===== src/rtl/vga_timing_gen_pkg.sv =====
// Shared types and default 640x480@60 timing for the VGA raster generator.
package vga_timing_pkg;

    // Phase of one raster axis (horizontal or vertical)
    typedef enum logic [1:0] {
        ACT   = 2'd0,
        FRONT = 2'd1,
        SYN   = 2'd2,
        BACK  = 2'd3
    } phase_e;

    localparam int unsigned DEF_H_ACTIVE = 640;
    localparam int unsigned DEF_H_FP     = 16;
    localparam int unsigned DEF_H_SYNC   = 96;
    localparam int unsigned DEF_H_BP     = 48;
    localparam int unsigned DEF_V_ACTIVE = 480;
    localparam int unsigned DEF_V_FP     = 10;
    localparam int unsigned DEF_V_SYNC   = 2;
    localparam int unsigned DEF_V_BP     = 33;

    // Clocks (or lines) in one full period of an axis
    function automatic int unsigned axis_total(input int unsigned act,
                                               input int unsigned fp,
                                               input int unsigned sync,
                                               input int unsigned bp);
        return act + fp + sync + bp;
    endfunction

endpackage


===== src/rtl/vga_timing_gen_if.sv =====
// Video-side bundle of the VGA timing generator: restart in, coordinates,
// strobes and delayed DAC timing out.
interface vga_timing_gen_if;

    logic        restart;
    logic [9:0]  xCoord;
    logic [9:0]  yCoord;
    logic        coord_valid;
    logic        line_start;
    logic        frame_start;
    logic        VGA_HS;
    logic        VGA_VS;
    logic        visible;
    logic        VGA_SYNC_N;
    logic        pixelClk;
    logic [15:0] frame_count;

    // Timing generator side
    modport master (
        input  restart,
        output xCoord, yCoord, coord_valid, line_start, frame_start,
               VGA_HS, VGA_VS, visible, VGA_SYNC_N, pixelClk, frame_count
    );

    // Video memory / DAC side
    modport slave (
        output restart,
        input  xCoord, yCoord, coord_valid, line_start, frame_start,
               VGA_HS, VGA_VS, visible, VGA_SYNC_N, pixelClk, frame_count
    );

endinterface


===== src/rtl/vga_timing_gen_axis_counter.sv =====
// One raster axis: ACT->FRONT->SYN->BACK phase FSM with a per-phase down
// counter, a position counter 0..total-1, and an end-of-period wrap flag.
module vga_axis_counter
    import vga_timing_pkg::*;
#(
    parameter int unsigned CW     = 11,
    parameter int unsigned ACTIVE = DEF_H_ACTIVE,
    parameter int unsigned FP     = DEF_H_FP,
    parameter int unsigned SYNC   = DEF_H_SYNC,
    parameter int unsigned BP     = DEF_H_BP
) (
    input  logic       clk_i,
    input  logic       rst_n_i,
    input  logic       step_i,
    input  logic       restart_i,
    output phase_e     phase_o,
    output logic [9:0] coord_o,
    output logic       wrap_o
);

    localparam logic [CW-1:0] ACT_M1  = CW'(ACTIVE - 1);
    localparam logic [CW-1:0] FP_M1   = CW'(FP - 1);
    localparam logic [CW-1:0] SYNC_M1 = CW'(SYNC - 1);
    localparam logic [CW-1:0] BP_M1   = CW'(BP - 1);

    if (ACTIVE == 0 || FP == 0 || SYNC == 0 || BP == 0) begin : g_len_chk
        $error("vga_axis_counter: every phase length must be non-zero");
    end
    if (CW < 10 || axis_total(ACTIVE, FP, SYNC, BP) > (2 ** CW)) begin : g_cw_chk
        $error("vga_axis_counter: CW too small for the axis total");
    end

    phase_e        phase_q, phase_d;
    logic [CW-1:0] cnt_q, cnt_d;
    logic [CW-1:0] pos_q, pos_d;
    logic          wrap;

    assign wrap = step_i && (phase_q == BACK) && (cnt_q == '0);

    // Next phase/count/position; restart beats any step or wrap
    always_comb begin
        phase_d = phase_q;
        cnt_d   = cnt_q;
        pos_d   = pos_q;
        if (restart_i) begin
            phase_d = ACT;
            cnt_d   = ACT_M1;
            pos_d   = '0;
        end else if (step_i) begin
            pos_d = wrap ? '0 : pos_q + 1'b1;
            if (cnt_q == '0) begin
                unique case (phase_q)
                    ACT:   begin phase_d = FRONT; cnt_d = FP_M1;   end
                    FRONT: begin phase_d = SYN;   cnt_d = SYNC_M1; end
                    SYN:   begin phase_d = BACK;  cnt_d = BP_M1;   end
                    BACK:  begin phase_d = ACT;   cnt_d = ACT_M1;  end
                endcase
            end else begin
                cnt_d = cnt_q - 1'b1;
            end
        end
    end

    // Axis state registers
    always_ff @(posedge clk_i or negedge rst_n_i) begin
        if (!rst_n_i) begin
            phase_q <= ACT;
            cnt_q   <= ACT_M1;
            pos_q   <= '0;
        end else begin
            phase_q <= phase_d;
            cnt_q   <= cnt_d;
            pos_q   <= pos_d;
        end
    end

    assign phase_o = phase_q;
    assign coord_o = pos_q[9:0];
    assign wrap_o  = wrap;

endmodule


===== src/rtl/vga_timing_gen.sv =====
// Parametrised VGA raster timing generator with programmable porches, sync
// polarity, coordinate down-scaling and a sync/visible delay line.
// Optional frame counter: define VGA_FRAME_COUNTER_EN.
module vga_timing_gen
    import vga_timing_pkg::*;
#(
    parameter int unsigned H_ACTIVE    = DEF_H_ACTIVE,
    parameter int unsigned H_FP        = DEF_H_FP,
    parameter int unsigned H_SYNC      = DEF_H_SYNC,
    parameter int unsigned H_BP        = DEF_H_BP,
    parameter int unsigned V_ACTIVE    = DEF_V_ACTIVE,
    parameter int unsigned V_FP        = DEF_V_FP,
    parameter int unsigned V_SYNC      = DEF_V_SYNC,
    parameter int unsigned V_BP        = DEF_V_BP,
    parameter bit          HS_POL      = 1'b0,
    parameter bit          VS_POL      = 1'b0,
    parameter int unsigned SCALE_SHIFT = 0,
    parameter int unsigned PIPE_DELAY  = 2,
    parameter int unsigned CW          = 11
) (
    input  logic             vga_clock,
    input  logic             resetn,
    vga_timing_gen_if.master vga
);

    if (PIPE_DELAY < 1 || PIPE_DELAY > 4) begin : g_pipe_chk
        $error("vga_timing_gen: PIPE_DELAY must be 1..4");
    end

    phase_e     h_phase, v_phase;
    logic [9:0] h_coord, v_coord;
    logic       h_wrap, v_wrap;

    vga_axis_counter #(
        .CW     (CW),
        .ACTIVE (H_ACTIVE),
        .FP     (H_FP),
        .SYNC   (H_SYNC),
        .BP     (H_BP)
    ) u_h_axis (
        .clk_i     (vga_clock),
        .rst_n_i   (resetn),
        .step_i    (1'b1),
        .restart_i (vga.restart),
        .phase_o   (h_phase),
        .coord_o   (h_coord),
        .wrap_o    (h_wrap)
    );

    vga_axis_counter #(
        .CW     (CW),
        .ACTIVE (V_ACTIVE),
        .FP     (V_FP),
        .SYNC   (V_SYNC),
        .BP     (V_BP)
    ) u_v_axis (
        .clk_i     (vga_clock),
        .rst_n_i   (resetn),
        .step_i    (h_wrap),
        .restart_i (vga.restart),
        .phase_o   (v_phase),
        .coord_o   (v_coord),
        .wrap_o    (v_wrap)
    );

    logic hs_raw, vs_raw, valid_raw;
    assign hs_raw    = (h_phase == SYN) ? HS_POL : ~HS_POL;
    assign vs_raw    = (v_phase == SYN) ? VS_POL : ~VS_POL;
    assign valid_raw = (h_phase == ACT) && (v_phase == ACT);

    // Position (0,0) is only ever entered through reset, restart or a full
    // wrap, so the strobes are registered from those events instead of
    // decoding the counters; the observable timing is identical.
    logic line_start_q, line_start_d;
    logic frame_start_q, frame_start_d;
    assign line_start_d  = vga.restart | h_wrap;
    assign frame_start_d = vga.restart | (h_wrap & v_wrap);

    // Start-of-line / start-of-frame strobes
    always_ff @(posedge vga_clock or negedge resetn) begin
        if (!resetn) begin
            line_start_q  <= 1'b1;
            frame_start_q <= 1'b1;
        end else begin
            line_start_q  <= line_start_d;
            frame_start_q <= frame_start_d;
        end
    end

    logic [PIPE_DELAY-1:0] hs_pipe_q, hs_pipe_d;
    logic [PIPE_DELAY-1:0] vs_pipe_q, vs_pipe_d;
    logic [PIPE_DELAY-1:0] vis_pipe_q, vis_pipe_d;
    assign hs_pipe_d  = PIPE_DELAY'({hs_pipe_q, hs_raw});
    assign vs_pipe_d  = PIPE_DELAY'({vs_pipe_q, vs_raw});
    assign vis_pipe_d = PIPE_DELAY'({vis_pipe_q, valid_raw});

    // Delay line aligning sync/visible with video memory read latency;
    // restart deliberately leaves it to drain
    always_ff @(posedge vga_clock or negedge resetn) begin
        if (!resetn) begin
            hs_pipe_q  <= {PIPE_DELAY{~HS_POL}};
            vs_pipe_q  <= {PIPE_DELAY{~VS_POL}};
            vis_pipe_q <= '0;
        end else begin
            hs_pipe_q  <= hs_pipe_d;
            vs_pipe_q  <= vs_pipe_d;
            vis_pipe_q <= vis_pipe_d;
        end
    end

`ifdef VGA_FRAME_COUNTER_EN
    logic [15:0] frame_count_q, frame_count_d;
    // Counts every frame_start except the one produced by reset itself,
    // including those caused by restart
    assign frame_count_d = frame_start_d ? frame_count_q + 1'b1 : frame_count_q;

    // Frame counter, cleared only by reset
    always_ff @(posedge vga_clock or negedge resetn) begin
        if (!resetn) begin
            frame_count_q <= '0;
        end else begin
            frame_count_q <= frame_count_d;
        end
    end
    assign vga.frame_count = frame_count_q;
`else
    assign vga.frame_count = '0;
`endif

    assign vga.xCoord      = h_coord >> SCALE_SHIFT;
    assign vga.yCoord      = v_coord >> SCALE_SHIFT;
    assign vga.coord_valid = valid_raw;
    assign vga.line_start  = line_start_q;
    assign vga.frame_start = frame_start_q;
    assign vga.VGA_HS      = hs_pipe_q[PIPE_DELAY-1];
    assign vga.VGA_VS      = vs_pipe_q[PIPE_DELAY-1];
    assign vga.visible     = vis_pipe_q[PIPE_DELAY-1];
    assign vga.VGA_SYNC_N  = 1'b1;
    assign vga.pixelClk    = vga_clock;

endmodule


===== src/flat_wrapper.sv =====
// flat-port wrapper written by rule: the top's interface ports become plain ports
module vga_timing_gen_flat import vga_timing_pkg::*;
#(
    parameter int unsigned H_ACTIVE    = DEF_H_ACTIVE,
    parameter int unsigned H_FP        = DEF_H_FP,
    parameter int unsigned H_SYNC      = DEF_H_SYNC,
    parameter int unsigned H_BP        = DEF_H_BP,
    parameter int unsigned V_ACTIVE    = DEF_V_ACTIVE,
    parameter int unsigned V_FP        = DEF_V_FP,
    parameter int unsigned V_SYNC      = DEF_V_SYNC,
    parameter int unsigned V_BP        = DEF_V_BP,
    parameter bit          HS_POL      = 1'b0,
    parameter bit          VS_POL      = 1'b0,
    parameter int unsigned SCALE_SHIFT = 0,
    parameter int unsigned PIPE_DELAY  = 2,
    parameter int unsigned CW          = 11
)
  (vga_clock, resetn, vga_restart, vga_xCoord, vga_yCoord, vga_coord_valid, vga_line_start, vga_frame_start, vga_VGA_HS, vga_VGA_VS, vga_visible, vga_VGA_SYNC_N, vga_pixelClk, vga_frame_count);
  vga_timing_gen_if vga_i ();
  input  logic vga_clock;
  input  logic resetn;
  input wire logic [$bits(vga_i.restart)-1:0] vga_restart;
  output wire logic [$bits(vga_i.xCoord)-1:0] vga_xCoord;
  output wire logic [$bits(vga_i.yCoord)-1:0] vga_yCoord;
  output wire logic [$bits(vga_i.coord_valid)-1:0] vga_coord_valid;
  output wire logic [$bits(vga_i.line_start)-1:0] vga_line_start;
  output wire logic [$bits(vga_i.frame_start)-1:0] vga_frame_start;
  output wire logic [$bits(vga_i.VGA_HS)-1:0] vga_VGA_HS;
  output wire logic [$bits(vga_i.VGA_VS)-1:0] vga_VGA_VS;
  output wire logic [$bits(vga_i.visible)-1:0] vga_visible;
  output wire logic [$bits(vga_i.VGA_SYNC_N)-1:0] vga_VGA_SYNC_N;
  output wire logic [$bits(vga_i.pixelClk)-1:0] vga_pixelClk;
  output wire logic [$bits(vga_i.frame_count)-1:0] vga_frame_count;
  assign vga_i.restart = vga_restart;
  assign vga_xCoord = vga_i.xCoord;
  assign vga_yCoord = vga_i.yCoord;
  assign vga_coord_valid = vga_i.coord_valid;
  assign vga_line_start = vga_i.line_start;
  assign vga_frame_start = vga_i.frame_start;
  assign vga_VGA_HS = vga_i.VGA_HS;
  assign vga_VGA_VS = vga_i.VGA_VS;
  assign vga_visible = vga_i.visible;
  assign vga_VGA_SYNC_N = vga_i.VGA_SYNC_N;
  assign vga_pixelClk = vga_i.pixelClk;
  assign vga_frame_count = vga_i.frame_count;
  vga_timing_gen #(.H_ACTIVE(H_ACTIVE), .H_FP(H_FP), .H_SYNC(H_SYNC), .H_BP(H_BP), .V_ACTIVE(V_ACTIVE), .V_FP(V_FP), .V_SYNC(V_SYNC), .V_BP(V_BP), .HS_POL(HS_POL), .VS_POL(VS_POL), .SCALE_SHIFT(SCALE_SHIFT), .PIPE_DELAY(PIPE_DELAY), .CW(CW)) u_core (.vga_clock(vga_clock), .resetn(resetn), .vga(vga_i));
endmodule

===== config.mk =====
export PLATFORM = sky130hd
export DESIGN_NAME = vga_timing_gen_flat
export DESIGN_NICKNAME = d
export VERILOG_FILES = /design/src/rtl/vga_timing_gen_pkg.sv /design/src/rtl/vga_timing_gen_if.sv /design/src/rtl/vga_timing_gen_axis_counter.sv /design/src/rtl/vga_timing_gen.sv /design/src/flat_wrapper.sv
export SDC_FILE = /design/constraint.sdc
export NUM_CORES = 1
export LEC_CHECK = 0
export BUFFER_PORTS_ARGS = -buffer_cell sky130_fd_sc_hd__buf_4
export CAP_MARGIN = 20
export CORE_MARGIN = 2
export CORE_UTILIZATION = 53
export CTS_CLUSTER_DIAMETER = 100
export CTS_CLUSTER_SIZE = 25
export DETAILED_ROUTE_END_ITERATION = 12
export PLACE_DENSITY = 0.75
export SLEW_MARGIN = 20
export SYNTH_ARGS = -nofsm -noshare
export SYNTH_HDL_FRONTEND = slang
export SYNTH_SLANG_ARGS = --single-unit
export TNS_END_PERCENT = 20

===== constraint.sdc =====
create_clock -name vga_clock -period 2.1 [get_ports vga_clock]
set_input_delay 0.42 -clock vga_clock [delete_from_list [all_inputs] [get_ports vga_clock]]
set_output_delay 0.42 -clock vga_clock [all_outputs]
set_load 0.01 [all_outputs]

# After elaboration in Yosys (flattened, before gate mapping)

Index checks and enable logic that the tools add are counted.

Bitwise logic cells: 3
Muxes and demuxes: 21
Add/sub/neg operators: 4
Reductions and logical operators: 12
Equality and inequality tests: 6

Operators by type and width:

| cell                    | number |
|---|---|
| $mux W11                | 10 |
| $pmux W11 S4            | 2 |
| $add A11 B1 Y11 const B | 2 |
| $logic_not A11 Y1       | 2 |
| $sub A11 B1 Y11 const B | 2 |
| $pmux W2 S4             | 2 |
| $mux W2                 | 5 |
| $eq A2 B2 Y1 const B    | 4 |
| $reduce_bool A2 Y1      | 3 |
| $eq A2 B1 Y1 const B    | 2 |
| $logic_and A1 B1 Y1     | 4 |
| $logic_not A2 Y1        | 2 |
| $mux W1                 | 2 |
| $or A1 B1 Y1            | 2 |
| $reduce_and A2 Y1       | 1 |
| $and A1 B1 Y1           | 1 |

Output and inout port bits: 44
Logic and storage cells: 57
Input bits: 3
Bits in registers: 56

# Longest topological paths before layout

Gate-level depths: netlist (run 1).

Depth in word-level cells: 7
Gate-level depth with buffers: 7
Depth with buffers taken out: 6

# By module

A second synthesis (run 1) with hierarchy kept.

Cells, all modules: 349
Area total of the unflattened synthesis: 3404.5 um2

Modules (own cells, without submodules):

| module                              | area each (um2) | cells an instance | times used | seq. area each (um2) |
|---|---|---|---|---|
| vga_axis_counter at u_core.u_h_axis | 1524.0          | 158               | 1          | 585.6 |
| vga_axis_counter at u_core.u_v_axis | 1491.4          | 158               | 1          | 585.6 |
| vga_timing_gen                      | 389.1           | 33                | 1          | 207.7 |

==> results.toml, run 1 <==
[status]
status = "finished, final reports clean"

[clocking]
cts_tree = "done"
cts_hold_buf = 0
clkLatencyLatePin_ns = 0.42
cts.clk_slew.worst_paths_ns = 0.10

[critical_path]
arrival_ns = 2.35
criticalPathCategory = "reg2reg"
crit_fanout = 9
cp_slowest_cell = "dfstp_2"
critPathBufInv = 2
crit_family = "simple AND/OR/NAND/NOR gates"
slowest_delay_ns = 0.58
cp.required_ns = 2.45
cp-start-kind = "flop"
endpoint_kind = "flop"
cp_cell_sequence = "inv_1 -> ha_1 -> nor4b_1 -> buf_4 -> and3_4 -> or4_4 -> a21oi_2"

[global_route]
grt.total_usage = 0.201
grt_max_degree = 55
grt-ovfl-total = 0
grt_pass1_vias = 2154
antenna_found_initial = 0
grt_pass1_wl_um = 10000

[logic_synthesis]
synth_common_cells = "32 x dfrtp_1, 22 x dfstp_2, 22 x nor2_1"
synth_edf_count = 0
yosys-top-cells-area = "dfrtp_1 26%, dfstp_2 19%, ha_1 6.5%, buf_4 4.4%, nor2_1 2.7%"
ys_types = 54
synth_area_leader_cell = "dfrtp_1"
yosysMostFrequentCell = "dfrtp_1"
synth_top_area_frac = 0.260
ys_warn_count = 0
netlist_area_um2 = 3080
syn_inst = 303
ys_dominant_reg_cell = "dfrtp_1"
avgSynthCellArea_um2 = 10.2
synthArstFlopShare = 1.00
synth-seq-cells = 54
seq_area_frac_synth = 0.448

[timing]
report.final.slew_viol_count = 0
finalHoldViolCount = 0
finalCriticalPeriod_ns = 2.00
rsz0062_at_grt = "false"
finalCritPeriodShare = 0.953
setup_viol = 0
fmax_mhz = 500
totalNegativeSetupSlack_ns = 0
final.setup.worst_slack_ns = 0.0996
slew-limit-headroom = 0.559
skew_ns = 0.0112
worstMarginPinSlew_ns = 0.662

[power]
cellInternalPower_uw = 1470
p_clk_frac = 0.404
p_leak_uw = 0.00147
p_sw_frac = 0.248
p_seq_frac = 0.549
p_sw_uw = 484
vdd_drop_max_v = 0.000358
combPwrFrac = 0.047
power_density_nw_per_um2 = 560

[floorplan]
dieArea_um2 = 6430
core_area_um2 = 5570
io_pins = 47
placementRows = 27
dieHeight_um = 80.2
die_x_um = 80.2
initial_utilization = 0.552

[placed_design]
globalplace.congestion = 0.857
place_inst = 397
port_buffers = 29
hpwl_um = 4000
pre_cts_ws_ns = 0.00797

[detailed_routing]
antenna_left = 0
drc = 0
via_per_inst = 5.73
routed_wl_um = 6020
route.vias.total = 2342
wl_per_cell_um = 14.7
drtIter0Drc = 154
firstDrtPassIters = 4

[layout]
utilization = 0.624
fill_cells = 473
stdcell_count = 409
drive_above_1_share = 0.252
diodes = 0
nets = 355
syn_to_final_growth_pct = 13.0

[hold_path]
hold_path.class = "in2async"

[job]
drv_cap = 0
[power by group through the flow]
stage	Sequential, uW	Combinational (uW)	Clock [uW]
finish	1070	92.2	788
global route	1070	106	871
CTS	1070	94.6	818
detailed placement	1090	94.4	39.2
global placement	1090	93.7	39.2
floorplan	1090	70.0	39.2
[state kept, by name, summed over array words and instances (netlist names)]
| name | flops |
|---|---|
| u_core.vga.frame_start | 1 |
| u_core.hs_pipe_q | 2 |
| u_core.vs_pipe_q | 2 |
| u_core.vga.line_start | 1 |
| u_core.u_v_axis.phase_o | 2 |
| u_core.u_h_axis.phase_o | 2 |
| u_core.vis_pipe_q | 2 |
| u_core.u_h_axis.cnt_q | 11 |
| u_core.u_v_axis.cnt_q | 11 |
| u_core.u_v_axis.pos_q | 10 |
| u_core.u_h_axis.pos_q | 10 |
[worst paths after layout]
| path | start | endpoint | slack [ns] | cells past startpoint |
|---|---|---|---|---|
| worst max-delay path | u_core.u_v_axis.cnt_q[1] | u_core.u_v_axis.cnt_q[9] | 0.1 | 7 |
| worst min-delay path | resetn | u_core.u_h_axis.pos_q[6] | 0.01 | 1 |
| worst max register to register | u_core.u_v_axis.cnt_q[1] | u_core.u_v_axis.cnt_q[9] | 0.1 | 7 |
| worst min register to register | u_core.hs_pipe_q[0] | u_core.hs_pipe_q[1] | 0.36 | 0 |
| max in group asynchronous | resetn | u_core.u_v_axis.phase_o[0] | 1.63 | 1 |
| min in group vga_clock | u_core.hs_pipe_q[0] | u_core.hs_pipe_q[1] | 0.36 | 0 |
[stage by stage]
step / cell area [um^2] / hold WS [ns] / power (uW)
after detailed placement: 3320 / 0.336 / 1220
after global placement: 3320 / 0.336 / 1220
final: 3480 / 0.0131 / 1950
after floorplan: 3130 / 0.124 / 1200
after global routing: 3480 / 0.0684 / 2050
after CTS: 3450 / 0.0506 / 1980
[cells in the final DEF, fill, tap and decap left out, types with 4 or more instances in the layout]
cell type and count:
or4_1 4, dfstp_2 22, nor3_1 10, nand3_1 16, buf_4 38, clkbuf_8 8, nand4_1 7, ha_1 16
conb_1 17, nor4_1 4, a32oi_1 5, xnor2_1 9, inv_1 16, dfrtp_1 32, a21oi_1 13, nor2_1 22
xor2_1 4, nor2b_1 5, and3_1 4, o21ai_0 11, o31ai_1 6, nand2_1 12
[cells by family after synthesis]
| kind of cell | after synthesis | share of synthesized area |
|---|---|---|
| compound gates | 62 | 0.149 |
| xor+xnor | 13 | 0.0370 |
| fa+ha+maj | 16 | 0.0650 |
| buf+inv | 46 | 0.0793 |
| flops | 54 | 0.448 |
| mux | 4 | 0.0138 |
| other cells | 2 | 0.00244 |
| simple gates | 106 | 0.206 |
[repair_timing]
item,in CTS,in global routing
setup buffers,0,1
endpoints found under the setup margin,1,4
pin swaps,0,1
gates resized for setup,1,4
[final cells by class]
| class | count | area [um^2] | area share |
|---|---|---|---|
| multi-input cells | 218 | 1530 | 0.440 |
| flip-flops and latches | 54 | 1380 | 0.396 |
| repair buffers | 37 | 278 | 0.0799 |
| clock buffers | 9 | 118 | 0.0338 |
| well taps | 72 | 90.1 | 0.0259 |
| inverters | 16 | 60.1 | 0.0173 |
| clock inverters | 3 | 23.8 | 0.00683 |
[routing by layer]
layer	share of wire	GRT usage	vias up
met1	0.45	0.265	1123
li1	-	-	1131
met4	0.019	0.100	0
met5	0	0	-
met2	0.48	0.313	77
met3	0.054	0.0427	11
Note: power is estimated with default switching activity, not from simulation.
==> inputs of run 2 (changes only) <==
--- a/config.mk
+++ b/config.mk
@@ -5,6 +5,7 @@
 export SDC_FILE = /design/constraint.sdc
 export NUM_CORES = 1
 export LEC_CHECK = 0
+export ABC_CLOCK_PERIOD_IN_PS = 2100
 export BUFFER_PORTS_ARGS = -buffer_cell sky130_fd_sc_hd__buf_4
 export CAP_MARGIN = 20
 export CORE_MARGIN = 2
@@ -12,9 +13,10 @@
 export CTS_CLUSTER_DIAMETER = 100
 export CTS_CLUSTER_SIZE = 25
 export DETAILED_ROUTE_END_ITERATION = 12
-export PLACE_DENSITY = 0.75
+export PLACE_DENSITY = 0.74
 export SLEW_MARGIN = 20
 export SYNTH_ARGS = -nofsm -noshare
 export SYNTH_HDL_FRONTEND = slang
+export SYNTH_HIERARCHICAL = 1
 export SYNTH_SLANG_ARGS = --single-unit
 export TNS_END_PERCENT = 20
==> results.toml, run 2 <==
[status]
status = "finished, violations left"
violations = "negative setup slack"

[detailed_routing]
via_per_inst = 5.86
wl_per_cell_um = 15.5
drtIter0Drc = 188
antenna_left = 0
drc = 0
firstDrtPassIters = 4
route.vias.total = 2832
routed_wl_um = 7490

[logic_synthesis]
synth-seq-cells = 54
synthArstFlopShare = 1.00
synthXorXnorAreaFrac = 0.0103
syn_inst = 349
ys_dominant_reg_cell = "dfrtp_1"
seq_area_frac_synth = 0.405
netlist_area_um2 = 3400
synth_top_area_frac = 0.235
yosys.area_share.simple = 0.258
ys_types = 70
synth_edf_count = 0
synthAdderAreaFrac = 0.0588
synth_area_leader_cell = "dfrtp_1"
yosys-top-cells-area = "dfrtp_1 24%, dfstp_2 17%, ha_1 5.9%, buf_4 4.0%, nor2_1 3.2%"
ys_warn_count = 6
muxShareOfSynthArea = 0.0151
synth_compound_area_frac = 0.173
synth_common_cells = "32 x dfrtp_1, 29 x nor2_1, 22 x dfstp_2, 22 x nand2_1, 19 x a21oi_1"
synth_top_family_by_area = "simple AND/OR/NAND/NOR gates"
yosysMostFrequentCell = "dfrtp_1"
avgSynthCellArea_um2 = 9.76

[critical_path]
rr_startpoint = "u_core/u_h_axis/cnt_q[2]"
cp-start-kind = "flop"
r2r_cells = 8
cp.required_ns = 2.47
criticalPathCategory = "reg2reg"
r2r_end = "u_core/u_v_axis/cnt_q[8]"
crit_fanout = 3
arrival_ns = 2.65
ff2ff_setup_slack_ns = -0.18
endpoint_kind = "flop"

[layout]
stdcell_count = 483
final_cell_mix = "58 x buf_4, 32 x dfrtp_1, 28 x nor2_1"
seq_area_um2 = 1380
drive_above_1_share = 0.298
nets = 424
largestRegisters = "u_core/u_h_axis/cnt_q: 11 flops, u_core/u_v_axis/cnt_q: 11 flops"
fill_cells = 558
diodes = 0
final_common_cell = "buf_4"
syn_to_final_growth_pct = 18.3
multi_input_area_um2 = 1870

[global_route]
grt_pass1_wl_um = 12400
grt.total_usage = 0.214
antenna_found_initial = 0
grt_max_degree = 55
grt_pass1_vias = 2725
grt-ovfl-total = 0

[placed_design]
place_inst = 471
port_buffers = 29
globalplace.congestion = 0.807
hpwl_um = 4940
pre_cts_ws_ns = -0.189

[timing]
worstMarginPinSlew_ns = 0.677
rsz0062_at_grt = "true"
setup_viol = 9
finalCritPeriodShare = 1.09
fmax_mhz = 438
report.final.slew_viol_count = 0
final.setup.worst_slack_ns = -0.182
totalNegativeSetupSlack_ns = -0.889
slew-limit-headroom = 0.549
finalHoldViolCount = 0
finalCriticalPeriod_ns = 2.28
skew_ns = 0.00471

[floorplan]
dieHeight_um = 84.1
initial_utilization = 0.542
placementRows = 29
io_pins = 47
die_x_um = 84.1
dieArea_um2 = 7080
core_area_um2 = 6280

[job]
drv_cap = 0

[clocking]
cts.clk_slew.worst_paths_ns = 0.10
cts_hold_buf = 0
cts_tree = "done"
clkLatencyLatePin_ns = 0.42

[power]
vdd_drop_max_v = 0.000385
p_sw_uw = 518
p_leak_uw = 0.00172
p_seq_frac = 0.508
power_density_nw_per_um2 = 531
p_sw_frac = 0.242
combPwrFrac = 0.070
p_clk_frac = 0.421
total_power_uw = 2140
cellInternalPower_uw = 1620

[hold_path]
hold_path.class = "in2async"
==> run 2: cell type report <==
class / instances / share of cell area
Inverter: 18 / 0.0177
Tap cell: 77 / 0.0239
Multi-Input combinational cell: 264 / 0.464
Clock buffer: 9 / 0.0292
Clock inverter: 3 / 0.0112
Sequential cell: 54 / 0.342
Timing Repair Buffer: 58 / 0.111
==> run 2: cell families (layout without fill, tap and decap cells) <==
group                      Yosys count  count (layout)
DFF                                 54              54
other                                2              19
adders and majority gates           16              16
muxes                                5               5
AOI/OAI and AO/OA                   84              84
buffers and inverters               48              88
and+or+nand+nor                    136             136
xor gates and xnor gates             4               4
==> run 2: worst max-delay path by stage <==
stage | from | to | slack [ns] | cells past startpoint
after floorplan | u_core/u_h_axis/cnt_q[3] | u_core/u_v_axis/phase_o[1] | -0.47 | 9
after global placement | u_core/u_h_axis/cnt_q[3] | u_core/u_v_axis/phase_o[1] | -0.20 | 8
after detailed placement | u_core/u_h_axis/cnt_q[3] | u_core/u_v_axis/phase_o[1] | -0.19 | 8
after CTS | u_core/u_h_axis/cnt_q[9] | u_core/u_v_axis/phase_o[1] | -0.15 | 8
after global routing | u_core/u_h_axis/cnt_q[2] | u_core/u_v_axis/cnt_q[8] | -0.26 | 8
final | u_core/u_h_axis/cnt_q[2] | u_core/u_v_axis/cnt_q[8] | -0.18 | 8
==> run 2: per-stage QoR <==
step,hold WS (ns),util,cell area (um^2)
global route,0.0868,0.641,4030
floorplan,0.124,-,3480
finish,0.0272,0.641,4030
detailed placement,0.346,0.607,3810
global placement,0.333,0.607,3810
CTS,0.0572,0.633,3980
==> run 2: what timing repair did <==
item	4_1_cts	5_1_grt
pin swaps	5	6
setup endpoints to repair	9	17
resized for setup	2	13
setup buffers	0	1
gates cloned	0	0
==> run 2: power groups by stage <==
stage | clock, uW | combinational (uW) | sequential (uW)
3_3_place_gp | 39.2 | 146 | 1100
2_1_floorplan | 39.2 | 102 | 1110
6_report | 900 | 151 | 1090
5_1_grt | 964 | 168 | 1090
4_1_cts | 923 | 150 | 1090
3_5_place_dp | 39.2 | 149 | 1100
==> run 2: worst max-delay path, cell delays in order, from the launching register on <==
cell     delay [ns]
dfstp_2        0.39
nor4_4         0.28
and4_4         0.26
and2_4         0.14
or4b_4         0.50
buf_4          0.18
or2_4          0.23
o21ai_2        0.12
a21o_1         0.13
==> run 2: per-layer routing <==
metal  global-route usage  vias up  part of all wire  wire (um)
li1                     -     1368                 -          -
met1                0.265     1392              0.45       3390
met2                0.382       59              0.50       3750
met3               0.0393       13             0.032        236
met4               0.0616        0             0.015        112
met5                    0        -                 0          0
==> inputs of run 3 (changes only) <==
--- a/config.mk
+++ b/config.mk
@@ -14,6 +14,7 @@
 export CTS_CLUSTER_SIZE = 25
 export DETAILED_ROUTE_END_ITERATION = 12
 export PLACE_DENSITY = 0.74
+export SKIP_LAST_GASP = 1
 export SLEW_MARGIN = 20
 export SYNTH_ARGS = -nofsm -noshare
 export SYNTH_HDL_FRONTEND = slang
==> results.toml, run 3 (synthesis results as in run 2) <==
[status]
status = "finished, violations left"
violations = "negative setup slack"

[timing]
finalCritPeriodShare = 1.08
setup_viol = 14
final.setup.worst_slack_ns = -0.171
finalHoldViolCount = 0
totalNegativeSetupSlack_ns = -1.02
finalCriticalPeriod_ns = 2.27
report.final.slew_viol_count = 0
slew-limit-headroom = 0.549
skew_ns = 0.00496
worstMarginPinSlew_ns = 0.677
holdWs_ns = 0.0258
rsz0062_at_grt = "true"
fmax_mhz = 440

[global_route]
grt-ovfl-total = 0
grt.total_usage = 0.214
grt_pass1_wl_um = 12400
grt_pass1_vias = 2724
grt_max_degree = 55
antenna_found_initial = 0

[detailed_routing]
via_per_inst = 5.91
antenna_left = 0
wl_per_cell_um = 15.3
drtIter0Drc = 185
drc = 0
firstDrtPassIters = 4
routed_wl_um = 7390
route.vias.total = 2853

[clocking]
cts_tree = "done"
clkLatencyLatePin_ns = 0.42
cts.clk_slew.worst_paths_ns = 0.10

[layout]
largestRegisters = "u_core/u_h_axis/cnt_q: 11 flops, u_core/u_v_axis/cnt_q: 11 flops"
syn_to_final_growth_pct = 17.4
drive_above_1_share = 0.288
nets = 424
final_common_cell = "buf_4"
diodes = 0
final_cell_mix = "59 x buf_4, 32 x dfrtp_1, 28 x nor2_1"

[placed_design]
hpwl_um = 4940
globalplace.congestion = 0.807
port_buffers = 29
pre_cts_ws_ns = -0.189

[power]
p_sw_uw = 515
combPwrFrac = 0.070
p_sw_frac = 0.241
p_leak_uw = 0.00171
p_clk_frac = 0.421
p_seq_frac = 0.509
cellInternalPower_uw = 1620
vdd_drop_max_v = 0.000385
power_density_nw_per_um2 = 534

[job]
drv_cap = 0

[floorplan]
placementRows = 29
dieArea_um2 = 7080
initial_utilization = 0.542
io_pins = 47
dieHeight_um = 84.1
core_area_um2 = 6280
die_x_um = 84.1

[critical_path]
endpoint_kind = "flop"
r2r_cells = 8
rr_startpoint = "u_core/u_h_axis/cnt_q[2]"
cp_slowest_cell = "or4b_4"
r2r_end = "u_core/u_v_axis/cnt_q[8]"
crit_fanout = 3
arrival_ns = 2.64
cp_cell_sequence = "nor4_4 -> and4_4 -> and2_4 -> or4b_4 -> buf_4 -> or2_4 -> o21ai_2 -> a21o_1"
cp.required_ns = 2.47
slowest_delay_ns = 0.50
criticalPathCategory = "reg2reg"
cp-start-kind = "flop"
ff2ff_setup_slack_ns = -0.17

[hold_path]
hold_path.class = "in2async"
==> run 3: worst max path at each step <==
stage,start,depth (start not counted),to
floorplan,u_core/u_h_axis/cnt_q[3],9,u_core/u_v_axis/phase_o[1]
global placement,u_core/u_h_axis/cnt_q[3],8,u_core/u_v_axis/phase_o[1]
detailed placement,u_core/u_h_axis/cnt_q[3],8,u_core/u_v_axis/phase_o[1]
CTS,u_core/u_h_axis/cnt_q[9],8,u_core/u_v_axis/phase_o[1]
global route,u_core/u_h_axis/cnt_q[2],8,u_core/u_v_axis/cnt_q[8]
finish,u_core/u_h_axis/cnt_q[2],8,u_core/u_v_axis/cnt_q[8]
==> run 3: cell type report <==
type	instances	area [um^2]
Clock buffer	9	118
Multi-Input combinational cell	264	1860
Tap cell	77	96.3
Timing Repair Buffer	58	435
Sequential cell	54	1380
Clock inverter	3	45.0
Inverter	18	67.6
Fill cell	558	2280
==> run 3: power by group through the flow <==
stage	clock, uW	sequential (uW)	combinational (uW)
after global routing	964	1090	167
final	898	1090	150
after global placement	39.2	1100	146
after floorplan	39.2	1110	102
after detailed placement	39.2	1100	149
after CTS	923	1090	150
==> run 3: worst max-delay path: cells and delay by family (launching register included) <==
family | cells | cell delay, ns
simple gates | 5 | 1.41
flops | 1 | 0.39
compound gates | 2 | 0.24
buf+inv | 1 | 0.18
==> run 3: timing repair <==
action | in CTS | in global routing
gates cloned | 0 | 0
hold buffers | 0 | 0
resized for setup | 2 | 5
buffers inserted | 0 | 1
endpoints found under the setup margin | 9 | 17
pin swaps | 4 | 4
==> run 3: layer usage <==
layer	routed length (um)	part of all wire	global-route usage
met1	3290	0.44	0.265
met2	3740	0.51	0.382
met3	281	0.038	0.0393
met4	81	0.011	0.0616
met5	0	0	0
==> run 3: through the flow <==
step	instance area, um^2	total power, uW	std cells	util
after floorplan	3480	1250	366	-
after global placement	3810	1290	471	0.607
after detailed placement	3810	1290	471	0.607
after CTS	3980	2160	482	0.633
after global routing	4000	2220	483	0.637
final	4000	2130	483	0.637
